### config.mk
export PLATFORM = sky130hd
export DESIGN_NAME = relu_bwd_seq
export DESIGN_NICKNAME = d
export VERILOG_FILES = /design/src/rtl/relu_bwd_seq.sv
export SDC_FILE = /design/constraint.sdc
export NUM_CORES = 1
export LEC_CHECK = 0
export ABC_AREA = 1
export CAP_MARGIN = 20
export CORE_MARGIN = 2
export CORE_UTILIZATION = 44
export CTS_CLUSTER_SIZE = 14
export DETAILED_ROUTE_END_ITERATION = 16
export PLACE_DENSITY = 0.72
export SETUP_SLACK_MARGIN = 0.05
export SLEW_MARGIN = 20
export SYNTH_ARGS = -nofsm -noshare
export SYNTH_HDL_FRONTEND = slang
export SYNTH_SLANG_ARGS = --single-unit
### constraint.sdc
create_clock -name clk -period 2 [get_ports clk]
set_clock_uncertainty 0.1 [all_clocks]
set_input_delay 0.4 -clock clk [delete_from_list [all_inputs] [get_ports clk]]
set_output_delay 0.4 -clock clk [all_outputs]
set_load 0.02 [all_outputs]
### src/rtl/relu_bwd_seq.sv
`default_nettype none
// ============================================================================
// relu_bwd_seq : ReLU gradient gate; forward-sample sign masks held in a FIFO
// Rev 1.0
// ============================================================================
module relu_bwd_seq #(
  parameter int DATA_WIDTH = 8,
  parameter int DEPTH      = 16
) (
  input  logic                    clk,
  input  logic                    rst_n,
  input  logic                    i_en,
  input  logic                    i_fwd_valid,
  input  logic [DATA_WIDTH-1:0]   i_fwd_data,
  output logic                    o_fwd_ready,
  input  logic                    i_valid,
  input  logic [DATA_WIDTH-1:0]   i_data_bus,
  output logic                    o_valid,
  output logic [DATA_WIDTH-1:0]   o_data_bus,
  output logic [$clog2(DEPTH):0]  o_count,
  output logic                    o_overflow,
  output logic                    o_underflow
);

  localparam int ADDR_WIDTH = $clog2(DEPTH);
  localparam logic [ADDR_WIDTH:0] c_full = (ADDR_WIDTH+1)'(DEPTH);
  localparam logic [ADDR_WIDTH:0] c_one  = (ADDR_WIDTH+1)'(1);

  logic                  r_mem [DEPTH];
  logic [ADDR_WIDTH-1:0] r_wr_ptr;
  logic [ADDR_WIDTH-1:0] r_rd_ptr;
  logic [ADDR_WIDTH:0]   r_count;
  logic                  r_valid;
  logic [DATA_WIDTH-1:0] r_data;
  logic                  r_overflow;
  logic                  r_underflow;

  logic w_empty;
  logic w_full;
  logic w_ready;
  logic w_push;
  logic w_pop;
  logic w_mask;

  // Strictly positive samples only; zero takes the zero-derivative branch.
  assign w_mask  = ~i_fwd_data[DATA_WIDTH-1] & (|i_fwd_data);
  assign w_empty = (r_count == '0);
  assign w_full  = (r_count == c_full);
  assign w_ready = ~w_full | (i_valid & ~w_empty);
  assign w_push  = i_en & i_fwd_valid & w_ready;
  assign w_pop   = i_en & i_valid & ~w_empty;

  always_ff @(posedge clk) begin
    if (w_push) begin
      r_mem[r_wr_ptr] <= w_mask;
    end
  end

  always_ff @(posedge clk or negedge rst_n) begin
    if (!rst_n) begin
      r_wr_ptr    <= '0;
      r_rd_ptr    <= '0;
      r_count     <= '0;
      r_valid     <= 1'b0;
      r_data      <= '0;
      r_overflow  <= 1'b0;
      r_underflow <= 1'b0;
    end else if (i_en) begin
      if (w_push) begin
        r_wr_ptr <= r_wr_ptr + 1'b1;
      end
      if (w_pop) begin
        r_rd_ptr <= r_rd_ptr + 1'b1;
      end
      case ({w_push, w_pop})
        2'b10:   r_count <= r_count + c_one;
        2'b01:   r_count <= r_count - c_one;
        default: r_count <= r_count;
      endcase
      // Read-before-write: a full push+pop sees the old entry at rd_ptr.
      r_valid <= w_pop;
      if (w_pop) begin
        r_data <= r_mem[r_rd_ptr] ? i_data_bus : '0;
      end
      if (i_fwd_valid & ~w_ready) begin
        r_overflow <= 1'b1;
      end
      if (i_valid & w_empty) begin
        r_underflow <= 1'b1;
      end
    end
  end

  assign o_fwd_ready = w_ready;
  assign o_valid     = r_valid;
  assign o_data_bus  = r_data;
  assign o_count     = r_count;
  assign o_overflow  = r_overflow;
  assign o_underflow = r_underflow;

endmodule
`default_nettype wire

-- Word-level counts from Yosys, hierarchy flattened
Memory sizes are Yosys's and may differ from the RTL's.
Index checks and enable logic that the tools add are counted.
- memories: 1
- bits in registers: 24
- word-level logic and storage cells: 40
- memory bits (writable): 16
- output and inout bits: 17
- bitwise operators: 13
- mux-type cells: 4
- eq/ne operators: 3
- reduce and logical (&&, ||, !) cells: 8
- add/sub/neg operators: 4
- memory list (name ; words ; width ; rd ports ; clocked after memory_dff ; wr ports ; line ; RTL):
    r_mem ; 16 ; 1 ; 1 ; 0 ; 1 ; 29 ; logic r_mem [DEPTH];
- operators by type and width (operator ; number):
    5-bit one-hot mux with 2 select lines ; 1
    2-bit AND reduction ; 5
    4-bit by 1-bit adder with 4-bit output (second input constant) ; 2
    1-bit bitwise AND ; 8
    8-bit 2-to-1 mux ; 1
    8-bit OR reduction ; 1
    5-bit by 1-bit adder with 5-bit output (second input constant) ; 1
    5-bit equality test (second input constant) ; 1
    5-bit logical NOT ; 1
    5-bit by 1-bit subtractor with 5-bit output (second input constant) ; 1
    1-bit NOT ; 4
    2-bit by 1-bit equality test with 1-bit output (second input constant) ; 1
    2-bit equality test (second input constant) ; 1
    1-bit 2-to-1 mux ; 2
    2-bit nonzero test ; 1
    1-bit OR ; 1

-- Depth between registers and ports, before layout
- depth in word-level cells: 8
- gate-level depth with buffers: 16
- gate-level depth less buffers: 16

-- Least setup slack after synthesis
OpenSTA, ideal clock, no wires.
- path type: reg2reg
- start: register r_count[0], in the netlist o_count[0]
- end: register r_count[4], in the netlist o_count[4]
- arrival: 2088 ps
- required time: 1783 ps
- setup time: 117 ps
- setup slack: -305 ps
- stages on the path, launching flop included: 17
- cells stage by stage: dfrtp_1 nor2_1 nand2_1 inv_2 nand2_1 nand2_4 inv_2 ha_1 xor2_1 ha_1 inv_1 nand2_1 nand3_1 nand2_1 xor2_1 nand2_1 nand2_1
- elaborated cells between the ends (all ways): 15
- RTL lines (element ; line ; RTL):
    from (decl) ; 32 ; logic [ADDR_WIDTH:0] r_count;
    from (signal assigned) ; 76 ; 2'b10: r_count <= r_count + c_one;
    from (signal assigned) ; 77 ; 2'b01: r_count <= r_count - c_one;
    from (signal assigned) ; 78 ; default: r_count <= r_count;
    5-bit logical NOT * ; 47 ; assign w_empty = (r_count == '0);
    1-bit NOT * ; 51 ; assign w_pop = i_en & i_valid & ~w_empty;
    1-bit bitwise AND * ; 51 ;
    via w_pop ; 42 ; logic w_pop;
    2-bit by 1-bit equality test with 1-bit output or 2-bit equality test (tied branches) ; 75 ; case ({w_push, w_pop})
    2-bit nonzero test (no line) ; - ;
    2-bit AND reduction (no line) ; - ;
Mark *: on every way through the listed nets, which the timed path passes. The rest lies on a longest branch.
A chain may end at the register's enable or synchronous reset.

-- Worst setup path after layout
- start: input port i_fwd_valid
- end: register r_count[4], in the netlist o_count[4]
- word-level cells in the longest chain between the ends: 5
- elaborated cells between the ends (all ways): 7
- RTL lines (element ; line ; RTL):
    from (decl) ; 13 ; input logic i_fwd_valid,
    1-bit bitwise AND * (2 in a row) ; 50 ; assign w_push = i_en & i_fwd_valid & w_ready;
    2-bit by 1-bit equality test with 1-bit output or 2-bit equality test (tied branches) ; 75 ;
    2-bit nonzero test (no line) ; - ;
    2-bit AND reduction (no line) ; - ;
Mark *: on every way between the ends. The rest lies on a longest branch, timed or not.

==> out/results.tsv <==
stage	metric	value	unit
clock_network	numCtsBuffers	5	
routing	firstDrtPassIters	4	
synth	syn_area	0.002078	mm^2
place	dp.cells	351	
synth	ys_types	22	
flow_run	maxCapViolations	0	
worst_setup_path	rrSetupSlack	-60	ps
final_layout	layout.cells.non_filler	363	
final_layout	diodes	0	
sta	setup_ws	-62.88	ps
sta	period_needed	2063	ps
final_layout	layout-drive-gt1-share	20.71	%
place	hpwl	3.025	mm
place	gp_congestion	0.8398	
outcome	violations	setup timing	
global_route	grt_pass1_vias	1659	
sta	finalSetupViolCount	1	
floorplan	rows	25	
worst_setup_path	worstPathRequired	2090	ps
place	post-place-ws	-431.2	ps
routing	wl	4.364	mm
synth	yosysSeqAreaShare	52.02	%
global_route	grt-ovfl-total	0	
synth	synth_nets	277	
global_route	grt_pass1_wl	7.314	mm
final_layout	regArea	0.001087	mm^2
floorplan	core-area	0.004629	mm^2
worst_setup_path	start_kind	primary input	
final_layout	final_area	0.002882	mm^2
floorplan	die_h	72.73	um
pwr	power.leakage	0.001376	uW
synth	avgSynthCellArea	8.414	um^2
floorplan	die_w	72.73	um
routing	wire_per_inst	12.02	um
worst_setup_path	reg2regPathDepth	16	
final_layout	final_util	62.24	%
synth	ys_ff_latch	40	
worst_setup_path	arrival	2160	ps
clock_network	clockBufferDepth	2	
global_route	grt_use_total	17.80	%
final_layout	nNetsFinal	338	
floorplan	initial_core_util	44.89	%
routing	antenna_left	0	
final_layout	area_growth_syn_to_layout	38.65	%
worst_setup_path	critPathKind	primary input to register	
clock_network	htree_levels	2	
worst_hold_path	hp-class	primary input to async pin	
global_route	antenna_found_initial	0	
outcome	outcome	finished, violations left	
worst_setup_path	crit-reg2reg-launch	o_count[3]	
routing	via_per_inst	4.686	
sta	slew_violations	0	
pwr	powerDensity	1339	mW/mm^2
worst_setup_path	worstReg2RegEnd	o_count[4]	
sta	rsz0062_at_grt	yes	
sta	finalHoldViolations	0	
floorplan	dieArea	0.005289	mm^2
sta	whs	350.6	ps
place	dpl_cell_area	0.002636	mm^2
worst_setup_path	crit_path_end_kind	register	
final_layout	multi_input_area	933.4	um^2
place	port_buffers	37	
clock_network	ctsRootBufferMaster	clkbuf_8	
synth	synthCells	247	
sta	tightestPinTransition	556.1	ps
clock_network	cts_tree	yes	
final_layout	fillers	384	
global_route	grt_start_max_net_pins	25	
sta	relSlewSlack	62.93	%
clock_network	clock_latency	300	ps
clock_network	cts.sinks	40	
sta	final.period_utilization	103.1	%
sta	max_freq	484.8	MHz
routing	remaining_drc_errors	0	
floorplan	ios	38	
routing	drt_iter0_drc	83	
clock_network	clk_pin_slew_worst_paths	80	ps
worst_setup_path	cp_max_fo	4	
pwr	irDropWorstVdd	0.0008489	V
routing	vias	1701	
synth	yosys_warnings	0	
-- layer usage --
layer	wire length (um)	vias to the layer above	global-route usage [%]	part of all wire, %
met5	0	-	0	0
met4	80	0	6.173	1.8
met1	1882	789	21.84	43
li1	-	875	-	-
met3	129	9	4.558	3.0
met2	2273	28	30.40	52
-- cell type report --
type | count | area share [%]
sequential | 40 | 37.73
multi-input combinational | 164 | 32.39
timing repair buffer | 56 | 17.80
inverter | 41 | 5.515
clock buffer | 6 | 2.866
tap | 54 | 2.345
clock inverter | 2 | 1.346
-- Yosys cell counts --
| master | n | share of area, % |
|---|---|---|
| a21boi_0 | 1 | 0.36 |
| dfrtp_1 | 24 | 29 |
| xor2_1 | 10 | 4.2 |
| ha_1 | 9 | 5.4 |
| nand2_1 | 81 | 15 |
| a21oi_1 | 1 | 0.24 |
| nor2_1 | 29 | 5.2 |
| a21oi_4 | 1 | 0.78 |
| inv_2 | 2 | 0.36 |
| inv_4 | 1 | 0.30 |
| o21bai_1 | 3 | 1.1 |
| nor4_1 | 1 | 0.30 |
| o22ai_1 | 1 | 0.30 |
| nor3_1 | 1 | 0.24 |
| nand2_2 | 3 | 0.90 |
| nand2_4 | 1 | 0.54 |
| edfxtp_1 | 16 | 23 |
| nand3_1 | 18 | 4.3 |
| buf_4 | 1 | 0.36 |
| buf_6 | 1 | 0.54 |
| o21ai_0 | 4 | 0.96 |
| inv_1 | 38 | 6.9 |
-- worst max-delay path by stage --
stage | slack [ps] | cells after the start | end | startpoint
4_1_cts | -70 | 16 | o_count[4] | o_count[1]
6_report | -60 | 14 | o_count[4] | i_fwd_valid
3_3_place_gp | -380 | 13 | o_count[4] | i_en
5_1_grt | -220 | 16 | o_count[4] | o_count[3]
2_1_floorplan | -140 | 16 | o_count[4] | o_count[1]
3_5_place_dp | -430 | 14 | o_count[4] | i_en
-- logic make-up (layout without fill, tap and decap cells) --
logic type / Yosys count / after routing / share of synthesized area, %
AO/OA/AOI/OAI: 11 / 11 / 3.733
adder cells (fa/ha/maj): 9 / 9 / 5.419
XOR/XNOR: 10 / 10 / 4.214
flip-flops: 40 / 40 / 52.02
AND/OR/NAND/NOR: 134 / 134 / 26.19
buffers and inverters: 43 / 105 / 8.429
-- stage by stage --
stage          TNS, ps  total power [uW]
2_1_floorplan   -141.5              2326
3_3_place_gp     -2823              2985
3_5_place_dp     -3207              3024
4_1_cts         -105.5              3828
5_1_grt         -433.8              4132
6_report        -62.88              3859
-- critical path, stage by stage --
cell and delay (ps):
clkdlybuf4s50_1 480, nand2_2 80, a21oi_4 130, inv_2 70, ha_4 180, xor2_2 150, ha_2 180, inv_2 50
nand2_2 50, nand3_1 80, nand2_1 60, xor2_1 130, nand2_1 60, nand2_1 40
-- layout by cell type (no fill, tap or decap) --
master,count
a21boi_2,1
a21oi_2,1
a21oi_4,1
buf_4,19
bufinv_16,1
clkbuf_8,6
clkdlybuf4s50_1,34
clkinv_4,1
dfrtp_1,19
dfrtp_2,5
dlygate4sd2_1,2
dlymetal6s2s_1,1
edfxtp_1,16
ha_1,5
ha_2,1
ha_4,3
inv_1,34
inv_2,5
inv_4,2
nand2_1,74
nand2_2,10
nand2_4,1
nand3_1,18
nor2_1,25
nor2_2,1
nor2_4,3
nor3_1,1
nor4_1,1
o21ai_0,4
o21bai_1,3
o22ai_2,1
xor2_1,8
xor2_2,2
-- timing repair --
action | 4_1_cts | 5_1_grt
resized for setup | 15 | 13
buffers inserted | 4 | 1
gates cloned | 0 | 0
pin swaps | 7 | 4
hold buffers | 0 | 0
endpoints found under the setup margin | 6 | 22
-- flip-flops by register name, indices dropped and copies added (netlist names) --
signal,count
r_mem,16
o_valid,1
r_wr_ptr,4
o_data_bus,8
o_underflow,1
o_count,5
r_rd_ptr,4
o_overflow,1
-- power by group --
part	internal, uW	total, uW	switching (uW)	leakage, uW
Combinational	809	1850	1040	0.000877
Clock	408	697	289	0.0000614
Sequential	1110	1310	203	0.000437
Total	2320	3860	1540	0.00138
(Power assumes the default switching activity.)
